File: config.mk
export PLATFORM = sky130hd
export DESIGN_NAME = alu_cmd_issuer
export DESIGN_NICKNAME = d
export VERILOG_FILES = /design/src/rtl/tinyalu_pkg.sv /design/src/rtl/cmd_fifo.sv /design/src/rtl/alu_cmd_issuer.sv
export SDC_FILE = /design/constraint.sdc
export NUM_CORES = 1
export LEC_CHECK = 0
export ABC_AREA = 0
export BUFFER_PORTS_ARGS = -buffer_cell sky130_fd_sc_hd__buf_2
export CAP_MARGIN = 5
export CORE_ASPECT_RATIO = 1.75
export CORE_MARGIN = 1
export CORE_UTILIZATION = 55
export CTS_BUF_LIST = sky130_fd_sc_hd__clkbuf_4 sky130_fd_sc_hd__clkbuf_8
export CTS_CLUSTER_DIAMETER = 30
export DETAILED_ROUTE_END_ITERATION = 8
export GPL_TIMING_DRIVEN = 1
export MAX_ROUTING_LAYER = met4
export PLACE_DENSITY = 0.76
export SYNTH_ARGS = -nofsm -noshare
export SYNTH_HDL_FRONTEND = slang
export SYNTH_SLANG_ARGS = --single-unit
File: constraint.sdc
create_clock -name clk -period 4.5 [get_ports clk]
set_input_delay 0.225 -clock clk [delete_from_list [all_inputs] [get_ports clk]]
set_output_delay 0.225 -clock clk [all_outputs]
set_load 0.01 [all_outputs]
File: src/rtl/tinyalu_pkg.sv
// Shared TinyALU types: op encoding, queued command
// bundle and the op-width constant.
package tinyalu_pkg;

   localparam int OP_W   = 3;
   localparam int DATA_W = 8;

   typedef enum logic [OP_W-1:0] {
      no_op  = 3'b000,
      add_op = 3'b001,
      and_op = 3'b010,
      xor_op = 3'b011,
      mul_op = 3'b100
   } op_e;

   // op is kept raw so illegal codes can be
   // queued and dropped at issue time.
   typedef struct packed {
      logic [OP_W-1:0]   op;
      logic [DATA_W-1:0] a;
      logic [DATA_W-1:0] b;
   } cmd_t;

   function automatic logic op_legal(
      input logic [OP_W-1:0] op
   );
      return op <= OP_W'(mul_op);
   endfunction

endpackage

File: src/rtl/cmd_fifo.sv
// Synchronous FIFO of element type T.
// Ports: clk, reset (sync, high), push/wdata,
// pop/rdata (show-ahead), full, empty, count.
module cmd_fifo #(
   parameter int  DEPTH = 4,
   parameter type T     = logic [7:0]
) (
   input  logic                   clk,
   input  logic                   reset,
   input  logic                   push,
   input  T                       wdata,
   input  logic                   pop,
   output T                       rdata,
   output logic                   full,
   output logic                   empty,
   output logic [$clog2(DEPTH):0] count
);

   localparam int AW = $clog2(DEPTH);
   localparam int CW = AW + 1;

   T              mem [DEPTH];
   logic [AW-1:0] wr_ptr;
   logic [AW-1:0] rd_ptr;
   logic          do_push;
   logic          do_pop;

   assign full    = count == CW'(DEPTH);
   assign empty   = count == '0;
   assign do_push = push && !full;
   assign do_pop  = pop && !empty;
   assign rdata   = mem[rd_ptr];

   always_ff @(posedge clk) begin
      if (reset) begin
         wr_ptr <= '0;
         rd_ptr <= '0;
         count  <= '0;
      end else begin
         if (do_push)
            wr_ptr <= wr_ptr + 1'b1;
         if (do_pop)
            rd_ptr <= rd_ptr + 1'b1;
         case ({do_push, do_pop})
            2'b10:   count <= count + 1'b1;
            2'b01:   count <= count - 1'b1;
            default: count <= count;
         endcase
      end
   end

   // Storage needs no reset; pointers define
   // which entries are live.
   always_ff @(posedge clk) begin
      if (do_push)
         mem[wr_ptr] <= wdata;
   end

endmodule

File: src/rtl/alu_cmd_issuer.sv
// TinyALU command front-end: queues ops, drives
// start/op/a/b one op at a time, with a watchdog.
// Ports: clk, reset, cmd_valid/ready/op/a/b,
// alu_start/op/a/b, alu_done, busy,
// timeout_err (sticky), issued_cnt.
module alu_cmd_issuer
   import tinyalu_pkg::*;
#(
   parameter int DEPTH   = 4,
   parameter int TIMEOUT = 15
) (
   input  logic              clk,
   input  logic              reset,
   input  logic              cmd_valid,
   output logic              cmd_ready,
   input  logic [OP_W-1:0]   cmd_op,
   input  logic [DATA_W-1:0] cmd_a,
   input  logic [DATA_W-1:0] cmd_b,
   output logic              alu_start,
   output logic [OP_W-1:0]   alu_op,
   output logic [DATA_W-1:0] alu_a,
   output logic [DATA_W-1:0] alu_b,
   input  logic              alu_done,
   output logic              busy,
   output logic              timeout_err,
   output logic [15:0]       issued_cnt
);

   localparam int WW = $clog2(TIMEOUT);
   localparam int CW = $clog2(DEPTH) + 1;

   typedef enum logic [1:0] {
      IDLE,
      RUN,
      NOP,
      GAP
   } state_e;

   state_e            state;
   state_e            state_n;
   logic [WW-1:0]     wdog;
   logic [WW-1:0]     wdog_n;
   logic              start_n;
   logic [OP_W-1:0]   op_n;
   logic [DATA_W-1:0] a_n;
   logic [DATA_W-1:0] b_n;
   logic              terr_n;
   logic [15:0]       cnt_n;

   cmd_t              wr_cmd;
   cmd_t              head;
   logic              pop;
   logic              full;
   logic              empty;
   logic [CW-1:0]     fifo_cnt;
   logic              is_nop;
   logic              is_exec;

   assign wr_cmd = '{op: cmd_op,
                     a:  cmd_a,
                     b:  cmd_b};

   cmd_fifo #(
      .DEPTH (DEPTH),
      .T     (cmd_t)
   ) u_fifo (
      .clk   (clk),
      .reset (reset),
      .push  (cmd_valid),
      .wdata (wr_cmd),
      .pop   (pop),
      .rdata (head),
      .full  (full),
      .empty (empty),
      .count (fifo_cnt)
   );

   assign cmd_ready = !full;
   assign busy      = (state != IDLE) ||
                      (fifo_cnt != '0);

   assign is_nop  = head.op == OP_W'(no_op);
   assign is_exec = op_legal(head.op) && !is_nop;

   always_comb begin
      state_n = state;
      wdog_n  = wdog;
      start_n = alu_start;
      op_n    = alu_op;
      a_n     = alu_a;
      b_n     = alu_b;
      terr_n  = timeout_err;
      cnt_n   = issued_cnt;
      pop     = 1'b0;

      unique case (state)
         IDLE: begin
            if (!empty) begin
               pop = 1'b1;
               // Illegal codes fall to default:
               // popped and dropped silently.
               unique case (1'b1)
                  is_nop: begin
                     start_n = 1'b1;
                     op_n    = head.op;
                     a_n     = head.a;
                     b_n     = head.b;
                     cnt_n   = issued_cnt + 16'd1;
                     state_n = NOP;
                  end
                  is_exec: begin
                     start_n = 1'b1;
                     op_n    = head.op;
                     a_n     = head.a;
                     b_n     = head.b;
                     wdog_n  = '0;
                     cnt_n   = issued_cnt + 16'd1;
                     state_n = RUN;
                  end
                  default: ;
               endcase
            end
         end
         RUN: begin
            // done has priority over timeout
            if (alu_done) begin
               start_n = 1'b0;
               state_n = GAP;
            end else if (wdog == WW'(TIMEOUT - 1)) begin
               start_n = 1'b0;
               terr_n  = 1'b1;
               state_n = GAP;
            end else begin
               wdog_n = wdog + 1'b1;
            end
         end
         NOP: begin
            start_n = 1'b0;
            state_n = GAP;
         end
         GAP: begin
            state_n = IDLE;
         end
         default: begin
            state_n = IDLE;
         end
      endcase
   end

   always_ff @(posedge clk) begin
      if (reset) begin
         state       <= IDLE;
         wdog        <= '0;
         alu_start   <= 1'b0;
         alu_op      <= '0;
         alu_a       <= '0;
         alu_b       <= '0;
         timeout_err <= 1'b0;
         issued_cnt  <= '0;
      end else begin
         state       <= state_n;
         wdog        <= wdog_n;
         alu_start   <= start_n;
         alu_op      <= op_n;
         alu_a       <= a_n;
         alu_b       <= b_n;
         timeout_err <= terr_n;
         issued_cnt  <= cnt_n;
      end
   end

endmodule

==> results.tsv, run 1 <==
metric	value	unit
netlist_instances	378	
min_from	cmd_op[0]	
clk_latency	0.43	ns
io_buffer_count	61	
die-width	74.6	um
reg2reg_depth	7	
synth-seq-cells	128	
core_area	8980	um^2
grt_usage	22.4	%
routed-via-count	3255	
dieArea	9620	um^2
cp_cell_sequence	buf_4, mux4_2, ha_1, nand2b_1, or4_1, or3_1, a21oi_1	
drive_gt1_share	24.8	%
setup_viol	0	
h-tree-depth	4	
rows	46	
grt_pass1_wl	15.0	mm
rr_endpoint	issued_cnt[11]$_SDFFE_PP0P_	
place_inst	546	
slowest_delay	0.63	ns
routed_wl	9.38	mm
synth.area.top_cells	edfxtp_1, dfxtp_1, mux4_2, nand2_1, a21oi_1	
ys_warn_count	0	
fin_nets	495	
grt_antenna_before_repair	0	
cts.sinks	128	
tritoncts	done	
grt_pass1_vias	3327	
synth_edf_count	76	
fin_worst_skew	0.0106	ns
drc	0	
endpoint_kind	flip-flop	
cp.required	4.84	ns
hpwlAfterDp	6.26	mm
critPathKind	reg2reg	
tns	0	ns
cp-endpoint	issued_cnt[11]$_SDFFE_PP0P_	
cts-root-buf	clkbuf_8	
rsz0062_at_grt	no	
worst_hold_slack	0.0284	ns
fin_cells	592	
hp-class	in2reg	
yosysTopAreaCell	edfxtp_1	
routed_via_density	5.50	
cts_setup_buffers	0	
stdcell_area	6040	um^2
syn_area_per_cell	13.4	um^2
synth_most_common_cell	edfxtp_1	
drtAntennaViolNets	0	
slew_headroom	30.8	%
cts.clk_slew.worst_paths	0.07	ns
area_delta_synth_final	19.2	%
vdd_drop_max	292	uV
grt_max_degree	56	
wl_per_cell	15.8	um
drtPass1Iterations	6	
synthTopCellsByCount	edfxtp_1, dfxtp_1, nand2_1	
syn_nets	414	
cts.path.max_buffers	2	
crit_arrival	3.49	ns
cap_violations	0	
period_needed	3.15	ns
netlist_area	5070	um^2
netlist.area_leader.share	45.0	%
leakage	2.22	nW
ys.flop_type	edfxtp_1	
status	finished clean	
start_util	56.4	%
slowest_stage	or4_1	
timing.reg2reg.setup_slack	1.35	ns
power.density	598	nW/um^2
fill_cells	675	
async_flop_share	0	%
cts_buffers	17	
path_max_fanout	15	
place.gp.congestion	0.797	
total_power	0.00361	W
fin_crit_sh	70.0	%
clock.fmax	318	MHz
drt-initial-drc-count	178	
slew_viol_final	0	
grt.overflow.total	0	
seq_area_frac_synth	65.6	%
io_pins	62	
place_area	5480	um^2
cp-start-kind	flip-flop	
finalHoldViolCount	0	
worst_pin_slew	1.04	ns
synth_cell_types	43	
die_h	129	um
n_antenna_cell	0	
state kept, by name, summed over array words and instances (netlist names), 2 cells and up, named ones only:
register       cells
u_fifo.rd_ptr      2
u_fifo.count       3
alu_a              8
state              2
alu_op             3
alu_b              8
wdog               4
issued_cnt        16
u_fifo.wr_ptr      2
u_fifo.mem        76
kinds of logic after synthesis:
kind of cell	Yosys count	synth area share [%]
AO/OA/AOI/OAI	57	6.52
adder cells (fa/ha/maj)	13	3.36
multiplexers	21	8.84
AND/OR/NAND/NOR	118	11.3
XOR/XNOR	13	2.25
buffers and inverters	28	2.17
flip-flops	128	65.6
stage by stage:
stage / util, % / setup slack (ns)
after detailed placement: 61.0 / 1.33
after global routing: 67.3 / 1.06
after CTS: 67.3 / 1.31
after global placement: 61.0 / 1.41
final: 67.3 / 1.35
after floorplan: - / 1.56
layout make-up:
class | count | area [um^2] | share of cell area [%]
inverters | 12 | 45.0 | 0.746
flip-flops and latches | 128 | 3320 | 55.0
repair buffers | 78 | 468 | 7.75
clock buffers | 19 | 249 | 4.12
well taps | 120 | 150 | 2.49
clock inverters | 13 | 169 | 2.80
multi-input cells | 222 | 1630 | 27.1
worst min path at each step:
stage                                             end  slack, ns  depth (start not counted)
after detailed placement   u_fifo.mem[2][5]$_DFFE_PP_       0.44                          1
after global routing      u_fifo.mem[2][16]$_DFFE_PP_      0.007                          1
final                     u_fifo.mem[2][16]$_DFFE_PP_       0.03                          1
after global placement    u_fifo.mem[1][15]$_DFFE_PP_       0.43                          1
after floorplan            u_fifo.mem[0][0]$_DFFE_PP_       0.32                          0
after CTS                 u_fifo.mem[3][13]$_DFFE_PP_      0.001                          1
power breakdown:
group / leakage (nW) / internal (W) / switching (W)
registers: 1.12 / 0.00143 / 0.000106
logic: 0.896 / 0.000453 / 0.000610
clock network: 0.206 / 0.000606 / 0.000411
total: 2.22 / 0.00249 / 0.00113
layer usage:
metal  wire length (um)  up-vias  track usage, %
li1                   -     1553               -
met1               3710     1611            22.7
met2               5200       83            38.7
met3                351        8            6.26
met4                117        0            10.5
met5                  0        -               -
critical path: cells and delay by family (launching register included):
kind | cells | cell delay, ns
AND/OR/NAND/NOR | 3 | 1.22
multiplexers | 1 | 0.58
flip-flops | 1 | 0.48
buffers and inverters | 1 | 0.36
adder cells (fa/ha/maj) | 1 | 0.25
AO/OA/AOI/OAI | 1 | 0.16
repair_timing:
item                      in CTS  in global routing
gates resized for setup        0                  0
hold buffers                  14                  0
hold endpoints to repair      56                  0
cell usage in the layout (no fill, tap or decap), types with 6 or more instances in the layout:
cell	synthesis	layout
dlygate4sd3_1	0	14
clkbuf_8	0	17
xnor2_1	7	7
nand3_1	7	7
o21ai_0	10	10
a21oi_1	32	32
inv_1	12	12
mux4_2	19	19
ha_1	12	12
edfxtp_1	76	76
nor2_1	20	20
buf_2	4	61
dfxtp_1	52	52
xor2_1	6	6
and3_1	6	6
nand2_1	51	51
or3_1	8	8
(Power assumes the default switching activity.)
==> inputs of run 2 (changes only) <==
- clock period: 4.5 -> 3.06 ns (I/O delays scaled with it)
==> run 2 against run 1 <==
Net effect: non-clock buffer count rose by 13; clock skew grew 0.0013 ns; core utilization grew 1.2 points; count of clock-buffer cells in the layout is the same; global-route usage rose by 0.65 points; hold slack gained 0.063 ns; flip-flop and latch count is the same; die area did not move; critical path depth stayed put; fmax is 11% higher; critical path type unchanged.
==> results.tsv, run 2 (same netlist as run 1, synthesis figures left out) <==
metric	value	unit	change
place_area	5540	um^2	was 5480 um^2
hp-class	in2reg		unchanged
drt-initial-drc-count	147		was 178
place.gp.congestion	0.756		was 0.797
die_h	129	um	unchanged
grt_antenna_before_repair	0		unchanged
tritoncts	done		unchanged
drive_gt1_share	26.8	%	was 24.8%
drtPass1Iterations	4		was 6
drtAntennaViolNets	0		unchanged
dpl_worst_slack	0.109	ns	was 1.33 ns
hpwlAfterDp	6.37	mm	was 6.26 mm
cts.path.max_buffers	2		unchanged
endpoint_kind	flip-flop		unchanged
cp-start-kind	flip-flop		unchanged
cap_violations	0		unchanged
core_area	8980	um^2	unchanged
crit_arrival	3.18	ns	was 3.49 ns
area_delta_synth_final	21.3	%	was 19.2%
worst_pin_slew	0.989	ns	was 1.04 ns
path_max_fanout	8		was 15
routed_wl	9.71	mm	was 9.38 mm
grt_max_degree	56		unchanged
power.density	874	nW/um^2	was 598 nW/um^2
p_int	0.00364	W	was 0.00249 W
fin_nets	508		was 495
rows	46		unchanged
cts.sinks	128		unchanged
slew_viol_final	0		unchanged
clock.fmax	353	MHz	was 318 MHz
grt_pass1_wl	15.2	mm	was 15.0 mm
clock_power_share	27.5	%	was 28.2%
routed-via-count	3310		was 3255
grt_pass1_vias	3258		was 3327
cp.required	3.41	ns	was 4.84 ns
p_switching	0.00173	W	was 0.00113 W
largest_register_ffs	76		unchanged
io_buffer_count	61		unchanged
tns	0	ns	unchanged
top_regs	u_fifo.mem (76), issued_cnt (16)		unchanged
slew_headroom	34.1	%	was 30.8%
p_seq_share	41.6	%	was 42.4%
fin_worst_skew	0.0119	ns	was 0.0106 ns
setup_viol	0		unchanged
timing.reg2reg.setup_slack	0.23	ns	was 1.35 ns
dieArea	9620	um^2	unchanged
layout_commonest_cell	edfxtp_1		unchanged
comb_power_share	30.9	%	was 29.4%
vdd_drop_max	497	uV	was 292 uV
worst_hold_slack	0.0916	ns	was 0.0284 ns
wl_per_cell	16.0	um	was 15.8 um
drc	0		unchanged
total_power	0.00538	W	was 0.00361 W
cts_buffers	17		unchanged
period_needed	2.83	ns	was 3.15 ns
critPathKind	reg2reg		unchanged
die-width	74.6	um	unchanged
regMostFlops	u_fifo.mem		unchanged
cts_setup_buffers	0		unchanged
leakage	2.29	nW	was 2.22 nW
n_antenna_cell	0		unchanged
grt_usage	23.1	%	was 22.4%
grt.overflow.total	0		unchanged
h-tree-depth	4		unchanged
status	finished clean		unchanged
stdcell_area	6150	um^2	was 6040 um^2
start_util	56.4	%	unchanged
routed_via_density	5.47		was 5.50
finalHoldViolCount	0		unchanged
io_pins	62		unchanged
fin_crit_sh	92.5	%	was 70.0%
setup_ws	0.231	ns	was 1.35 ns
swShare	32.2	%	was 31.2%
cts.clk_slew.worst_paths	0.07	ns	about the same
cts-root-buf	clkbuf_8		unchanged
rsz0062_at_grt	no		unchanged
clk_latency	0.44	ns	was 0.43 ns
final_cell_mix	edfxtp_1, buf_2, nand2_1, dfxtp_1, a21oi_1		was edfxtp_1, buf_2, dfxtp_1
==> run 2: cell count changes in the layout (fill, tap and decap cells not counted), moves of 3 or more <==
| cell | previous run | this run |
|---|---|---|
| clkinv_4 | 1 | 4 |
| dlygate4sd3_1 | 14 | 19 |
| clkinv_1 | 4 | 0 |
| buf_4 | 3 | 10 |
==> run 2: worst max-delay path, cell delays in order (launching register included) <==
cell      delay [ns]
dfxtp_2         0.39
mux4_2          0.52
or2_2           0.31
ha_1            0.21
nand2b_1        0.16
or4_1           0.62
or3_1           0.38
a21oi_1         0.15
==> run 2: layout make-up <==
type	instances	area, um^2
flip-flops and latches	128	3320
repair buffers	91	582
inverters	12	45.0
clock buffers	19	249
multi-input cells	222	1630
clock inverters	13	164
well taps	120	150
fillers	668	2830
==> run 2: path summary, 6_finish.rpt <==
| check | start | end | cells past startpoint |
|---|---|---|---|
| worst max-delay path | flip-flop | issued_cnt[15]$_SDFFE_PP0P_ | 7 |
| worst min-delay path | alu_done | wdog[3]$_SDFFE_PP0P_ | 4 |
| worst max register to register | flip-flop | issued_cnt[15]$_SDFFE_PP0P_ | 7 |
| worst min register to register | alu_b[1]$_SDFFE_PP0P_ | alu_b[1]$_SDFFE_PP0P_ | 2 |
==> run 2: stage by stage <==
stage | utilization (%) | instances
global placement | 61.7 | 554
floorplan | - | 378
CTS | 68.4 | 605
finish | 68.5 | 605
global route | 68.5 | 605
detailed placement | 61.7 | 554
==> run 2: timing repair <==
action,4_1_cts,5_1_grt
setup endpoints to repair,0,4
hold endpoints to repair,76,0
gates resized for setup,0,2
hold buffers,19,0
==> run 2: per-layer routing <==
layer,wire length (um),track usage [%],vias to the layer above,part of all wire (%)
li1,-,-,1584,-
met1,3610,21.9,1608,37
met2,5460,39.9,97,56
met3,364,7.91,21,3.7
met4,278,11.8,0,2.9
met5,0,-,-,0
==> run 2: power by group through the flow <==
stage	logic, W	clock network, W	registers [W]
global route	0.00184	0.00158	0.00227
finish	0.00166	0.00148	0.00224
detailed placement	0.00164	0	0.00227
floorplan	0.00112	0	0.00228
global placement	0.00160	0	0.00225
CTS	0.00168	0.00151	0.00224
